==> config.mk <==
export PLATFORM = sky130hd
export DESIGN_NAME = note_cmd_sequencer
export DESIGN_NICKNAME = d
export VERILOG_FILES = /design/src/rtl/note_cmd_sequencer.sv
export SDC_FILE = /design/constraint.sdc
export NUM_CORES = 1
export LEC_CHECK = 0
export ABC_AREA = 1
export CORE_ASPECT_RATIO = 1.4
export CORE_UTILIZATION = 59
export DETAILED_ROUTE_END_ITERATION = 12
export PLACE_DENSITY = 0.88
export SETUP_SLACK_MARGIN = 0.1
export SLEW_MARGIN = 0
export SYNTH_ARGS = -nofsm -noshare
export SYNTH_HDL_FRONTEND = slang
export SYNTH_SLANG_ARGS = --single-unit
==> constraint.sdc <==
create_clock -name clk -period 6.3 [get_ports clk]
set_clock_uncertainty 0.05 [all_clocks]
set_input_delay 0.945 -clock clk [delete_from_list [all_inputs] [get_ports clk]]
set_output_delay 0.945 -clock clk [all_outputs]
set_load 0.02 [all_outputs]
==> src/rtl/note_cmd_sequencer.sv <==
// Command sequencer between a 32-bit command FIFO and a square-tone / envelope pair.
// Fetches one word, executes it for one cycle, and optionally sits in a timed WAIT.
module note_cmd_sequencer #(
  parameter int TICK_DIV = 48
) (
  input  logic        clk,
  input  logic        rst,
  input  logic        enable,
  input  logic        fifo_empty,
  output logic        fifo_rd_en,
  input  logic [31:0] fifo_data,
  output logic [22:0] period,
  output logic        note_on,
  output logic        note_off,
  output logic        gate,
  output logic        waiting,
  output logic        bad_cmd
);

  typedef enum logic [1:0] {S_IDLE, S_EXEC, S_WAIT} state_t;

  localparam logic [3:0]  OP_NOP      = 4'h0;
  localparam logic [3:0]  OP_NOTE_ON  = 4'h1;
  localparam logic [3:0]  OP_NOTE_OFF = 4'h2;
  localparam logic [3:0]  OP_WAIT     = 4'h3;
  localparam logic [15:0] PRE_LAST    = 16'(TICK_DIV - 1);

  state_t      state, next_state;
  logic [27:0] tick_cnt;
  logic [15:0] pre_cnt;
  logic [3:0]  opcode;
  logic [22:0] note_period;
  logic [27:0] wait_count;
  logic        fetch;
  logic        on_cmd, off_cmd, wait_cmd, bad_op;
  logic        tick, last_tick;

  assign opcode      = fifo_data[31:28];
  assign note_period = fifo_data[22:0];
  assign wait_count  = fifo_data[27:0];

  // Decode is only meaningful in EXEC, where fifo_data holds the word fetched last cycle.
  always_comb begin
    on_cmd   = 1'b0;
    off_cmd  = 1'b0;
    wait_cmd = 1'b0;
    bad_op   = 1'b0;
    if (state == S_EXEC) begin
      case (opcode)
        OP_NOP:      ;
        OP_NOTE_ON:  if (note_period != '0) on_cmd = 1'b1;
                     else                   off_cmd = 1'b1;
        OP_NOTE_OFF: off_cmd  = 1'b1;
        OP_WAIT:     wait_cmd = 1'b1;
        default:     bad_op   = 1'b1;
      endcase
    end
  end

  assign tick      = (state == S_WAIT) && enable && (pre_cnt == PRE_LAST);
  assign last_tick = tick && (tick_cnt == 28'd1);

  // State register
  always_ff @(posedge clk or posedge rst) begin
    if (rst) state <= S_IDLE;
    else     state <= next_state;
  end

  // Next-state logic
  always_comb begin
    next_state = state;
    case (state)
      S_IDLE: if (fetch) next_state = S_EXEC;
      S_EXEC: next_state = (wait_cmd && wait_count != '0) ? S_WAIT : S_IDLE;
      S_WAIT: if (last_tick) next_state = S_IDLE;
      default: next_state = S_IDLE;
    endcase
  end

  // FSM outputs; rst gates the read strobe so a held reset can never pop the FIFO.
  always_comb begin
    fetch      = (state == S_IDLE) && enable && !fifo_empty && !rst;
    fifo_rd_en = fetch;
    waiting    = (state == S_WAIT);
  end

  // WAIT timing: prescaler wraps every TICK_DIV enabled cycles, each wrap is one tick.
  always_ff @(posedge clk or posedge rst) begin
    if (rst) begin
      tick_cnt <= '0;
      pre_cnt  <= '0;
    end else if (wait_cmd) begin
      tick_cnt <= wait_count;
      pre_cnt  <= '0;
    end else if (state == S_WAIT && enable) begin
      if (tick) begin
        pre_cnt  <= '0;
        tick_cnt <= tick_cnt - 28'd1;
      end else begin
        pre_cnt  <= pre_cnt + 16'd1;
      end
    end
  end

  // Registered note outputs; pulses default low so each lasts exactly one cycle.
  always_ff @(posedge clk or posedge rst) begin
    if (rst) begin
      period   <= '0;
      gate     <= 1'b0;
      note_on  <= 1'b0;
      note_off <= 1'b0;
      bad_cmd  <= 1'b0;
    end else begin
      note_on  <= on_cmd;
      note_off <= off_cmd && gate;
      bad_cmd  <= bad_op;
      if (on_cmd) begin
        period <= note_period;
        gate   <= 1'b1;
      end else if (off_cmd) begin
        period <= '0;
        gate   <= 1'b0;
      end
    end
  end

endmodule

Yosys cells after proc, flatten, opt, wreduce, memory -nomap -nowiden:

Index checks and enable logic that the tools add are counted.

* flip-flop bits (word level): 73
* input port bits: 36
* output and inout port bits: 29

* add/sub/neg operators: 2
* eq/ne operators: 9
* muxes and demuxes: 24
* reduce and logical (&&, ||, !) cells: 20

Operators by type and width (count)
* two-way mux 28 bit: 3
* two-way mux 16 bit: 3
* two-way mux 23 bit: 2
* equality test 28 x 1 -> 1 bit (second input constant): 1
* nonzero test 28 bit: 1
* subtractor 28 x 1 -> 28 bit (second input constant): 1
* nonzero test 23 bit: 1
* adder 16 x 1 -> 16 bit (second input constant): 1
* equality test 16 x 6 -> 1 bit (second input constant): 1
* two-way mux 1 bit: 11
* equality test 4 x 2 -> 1 bit (second input constant): 2
* logical AND 1 bit: 8
* two-way mux 2 bit: 3
* one-hot mux 2 bit (3 select lines): 1
* nonzero test 2 bit: 3
* equality test 4 x 1 -> 1 bit (second input constant): 1
* logical NOT 4 bit: 1
* AND reduction 2 bit: 2
* OR reduction 4 bit: 1
* equality test 2 x 1 -> 1 bit (second input constant): 1
* equality test 2 bit (second input constant): 1
* logical NOT 1 bit: 2
* logical NOT 2 bit: 1
* inequality test 2 x 1 -> 1 bit (second input constant): 1
* other kinds (2): 2

Logic depth before layout (Yosys ltp):

* depth after elaboration: 6
* gate-level depth with buffers: 10
* depth with buffers taken out: 10

Worst setup path before layout:

Ideal clock, no wire load.

* path type: input to output
* start point: input port enable
* end point: output port fifo_rd_en
* data arrival time: 1488 ps
* required time: 5305 ps
* slack: 3817 ps
* stages: 2
* path through: nand3_1 nor3_1

* word-level cells in the longest chain between the ends: 3

RTL lines
* start, declared: line 8 `input logic enable,`
* logical AND 1 bit (3 in series): line 82 `fetch = (state == S_IDLE) && enable && !fifo_empty && !rst;`
* end, declared: line 10 `output logic fifo_rd_en,`

Every way passes these cells.

Worst setup path after layout:

Ends and elaborated chain as after synthesis.

==> impl.org <==
** Pwr
- Sequential power share :: 44.4%
- Proportion of power drawn by combinational gates :: 29.2%
- Of the total power, the share spent switching nets is 37.32%.
- Internal power consumption :: 0.0008852 W
- Summing internal, switching and leakage power gives 0.001412 W.
- For this design the ratio of total power to cell area is 262.5 nW/µm².
- Total net switching power :: 0.0005269 W
- For this design the static power due to leakage is 2.704 nW.
- Across the VDD grid, the largest voltage drop is 0.0002043 V.
- The clock network accounts for 26.5% of the total power.

** Floorplanning
- Initial core utilization :: 61.28%
- Ports placed on the boundary :: 65
- The die is 105.5 µm tall.
- The die is 75.90 µm wide.
- The initialized floorplan defines 37 standard-cell rows.
- Die footprint :: 8004 µm²
- After floorplanning, the core was sized to cover 7361 µm².

** Logic synthesis
- Most frequent cells after synthesis :: nand2_1, nand3_1, inv_1
- For this run, the number of Yosys warnings is 0.
- In the synthesized netlist, the number of instances is 671.
- The mapped netlist covers 4511 µm².
- In the synthesized netlist the async set-or-reset flop fraction comes to 100.0%.
- Count of flip-flops with a built-in enable after synthesis :: 0
- Sequential area share after synthesis :: 40.50%
- Proportion of netlist area held by the largest area contributor :: 40.50%
- Most numerous cell in the Yosys netlist :: nand2_1
- Most used flip-flop cell after synthesis :: dfrtp_1
- Summed over all instances, the cell type with the most area after synthesis is dfrtp_1.
- Syn Area/Cell :: 6.722 µm²
- Synthesis inferred 73 register bits.
- In the post-synthesis netlist, the biggest area contributors are dfrtp_1, nand2_1, nand3_1, inv_1, nor2_1.
- The number of nets handed over by synthesis was 710.
- Number of library cell types mapped by synthesis :: 28

** Timing
- The worst path in the final design needs a cycle of 3.279 ns, including I/O delays and setup.
- For the pin with the worst max-slew slack, the measured transition is 1.072 ns.
- Derived from the worst setup path, the maximum achievable clock frequency is 305.0 MHz.
- The number of pins with negative max-slew slack in the final report came to 0.
- The total count of hold-check failures in the final report was 0.
- After routing, the total negative slack on setup checks comes to 0 ns.
- The worst pin sits at a relative slew slack of 28.35%.
- Setup violations remaining at the end of the flow were counted as 0.
- After layout, the worst path uses 52.05% of the clock period.
- Unrepaired setup endpoints after global routing :: false

** Setup path
- At the worst endpoint, the arrival time is 2.28 ns.
- Critical Path End Type :: primary output
- Worst-path maximum fanout :: 2
- Required time at the endpoint of the critical path :: 5.30 ns
- The critical path in this run is classified as input port to primary output.
- The worst setup path is launched from an input port.

** CTS
- Counting every sink on the clock net gives 73.
- The root buffer cell chosen for the clock tree is clkbuf_8.
- The later pin in the worst-skew pair is clocked with a latency of 0.36 ns.
- Clock-pin slew was measured on the worst setup and hold paths at 0.07 ns.
- TritonCTS clock tree :: done
- Number of gates given a new drive strength after cts :: 0
- The H-tree was split into 3 levels.
- Buffers inserted by post-CTS timing repair :: 0
- The longest clock path from root to sink contains 2 buffers.
- CTS Hold Buffers Added :: 0
- CTS Buf Count :: 9

** Final layout
- From synthesis to final layout, the design area changed by 19.25%.
- Number of fillers in the final layout :: 600
- Summing all multi-input logic gate instances after layout gives 2241 µm².
- FF/Latch Area :: 1827 µm²
- For this run, the post-layout net count is 770.
- Of the cells placed in the final design, the portion with a size suffix greater than 1 is 4.620%.
- The number of antenna diodes in the final layout is 0.
- Cells fill 73.08% of the core in the end.

** Placed design
- At the end of routability-driven placement, the weighted congestion stood at 0.9649.
- Detailed placement ended at an HPWL of 9.921 mm.
- In this run the tool buffered the top-level ports with 64 buffer cells.

** Routing
- The routed layout has 4720 vias.
- The first TritonRoute pass finished after 5 iterations.
- WL/cell :: 16.07 µm
- Via-per-instance ratio :: 5.666
- Antenna viol nets, final :: 0
- Routed Wire Length :: 13.39 mm
- The first routing iteration left 331 violations.
- For this run, design rule violations remaining after detail routing come to 0.

** Global routing
- Maximum number of pins on one net before global-route repair :: 74
- The number of global-route vias before repair came to 4553.
- Total congestion overflow :: 0
- Global-route wire length before repair :: 21.09 mm
- Antenna violations before repair :: 0
- Global routing used 35.75% of the available tracks.

** Run
- The tool flagged a number of max-cap violations equal to 0.

** Run status
- Status :: complete, no violations

** Min path
- The min-delay analysis places its worst path in the category flop to flop.
==> critical path, stage by stage <==
cell	delay, ns
clkdlybuf4s50_1	0.48
nand3_1	0.10
nor3_1	0.14
clkdlybuf4s50_1	0.62
==> logic make-up after synthesis <==
kind of cell,share of synthesized area (%)
flip-flops,40.50
AND/OR/NAND/NOR,42.30
AO/OA/AOI/OAI,5.381
buffers and inverters,9.819
adder cells (fa/ha/maj),0.8323
XOR/XNOR,1.165
==> stage by stage <==
stage | worst slack [ns] | instances | area, µm² | hold WS, ns
2_1_floorplan | 3.452 | 671 | 4511 | 0.4281
3_3_place_gp | 3.020 | 817 | 5182 | 0.4464
3_5_place_dp | 3.012 | 817 | 5182 | 0.4596
4_1_cts | 3.013 | 833 | 5379 | 0.4783
5_1_grt | 2.957 | 833 | 5379 | 0.5107
6_report | 3.021 | 833 | 5379 | 0.4696
==> power groups by stage <==
stage	Clock, W	Sequential [W]	Combinational (W)
floorplan	0	0.000630	0.000243
global placement	0	0.000629	0.000392
detailed placement	0	0.000630	0.000405
CTS	0.000376	0.000621	0.000407
global route	0.000394	0.000633	0.000463
finish	0.000374	0.000626	0.000412
==> path summary, 6_finish.rpt <==
kind	from	endpoint	slack, ns	depth (start not counted)
max	enable	fifo_rd_en	3.02	4
min	period[8]$_DFFE_PP0P_	period[8]$_DFFE_PP0P_	0.47	2
max reg2reg	pre_cnt[0]$_DFFE_PP0P_	tick_cnt[13]$_DFFE_PP0P_	3.68	8
min reg2reg	period[8]$_DFFE_PP0P_	period[8]$_DFFE_PP0P_	0.47	2
max in group asynchronous	rst	tick_cnt[25]$_DFFE_PP0P_	4.39	3
min in group asynchronous	rst	pre_cnt[10]$_DFFE_PP0P_	1.19	3
==> registers in the layout (all words and copies together), names as in the netlist <==
register,cells
period,23
bad_cmd,1
tick_cnt,28
note_off,1
state,2
note_on,1
gate,1
pre_cnt,16
==> final cells by class <==
type                       count  share of cell area (%)
timing repair buffer          65                   12.05
inverter                      92                   6.420
clock buffer                  11                   2.629
multi-input combinational    490                   41.66
clock inverter                 5                   1.023
sequential                    73                   33.96
tap                           97                   2.256
==> routing by layer <==
| metal | GRT usage, % | wire (µm) |
|---|---|---|
| met1 | 39.91 | 5073 |
| met2 | 59.61 | 6880 |
| met3 | 7.457 | 644 |
| met4 | 22.62 | 792 |
| met5 | 0 | 0 |
==> cell usage in the layout, fill, tap and decap left out, drive strengths merged <==
cell	instances
nand4	32
a21oi	6
inv	92
or2	2
nor2	88
and2	2
clkinv	2
clkinvlp	2
nand2	204
and3	1
nor3	9
buf	1
clkdlybuf4s50	64
dfrtp	73
xnor2	2
clkbuf	11
ha	3
a21boi	1
nand3	90
xor2	4
nand3b	5
o21ai	41
bufinv	1
(Power assumes the default switching activity.)
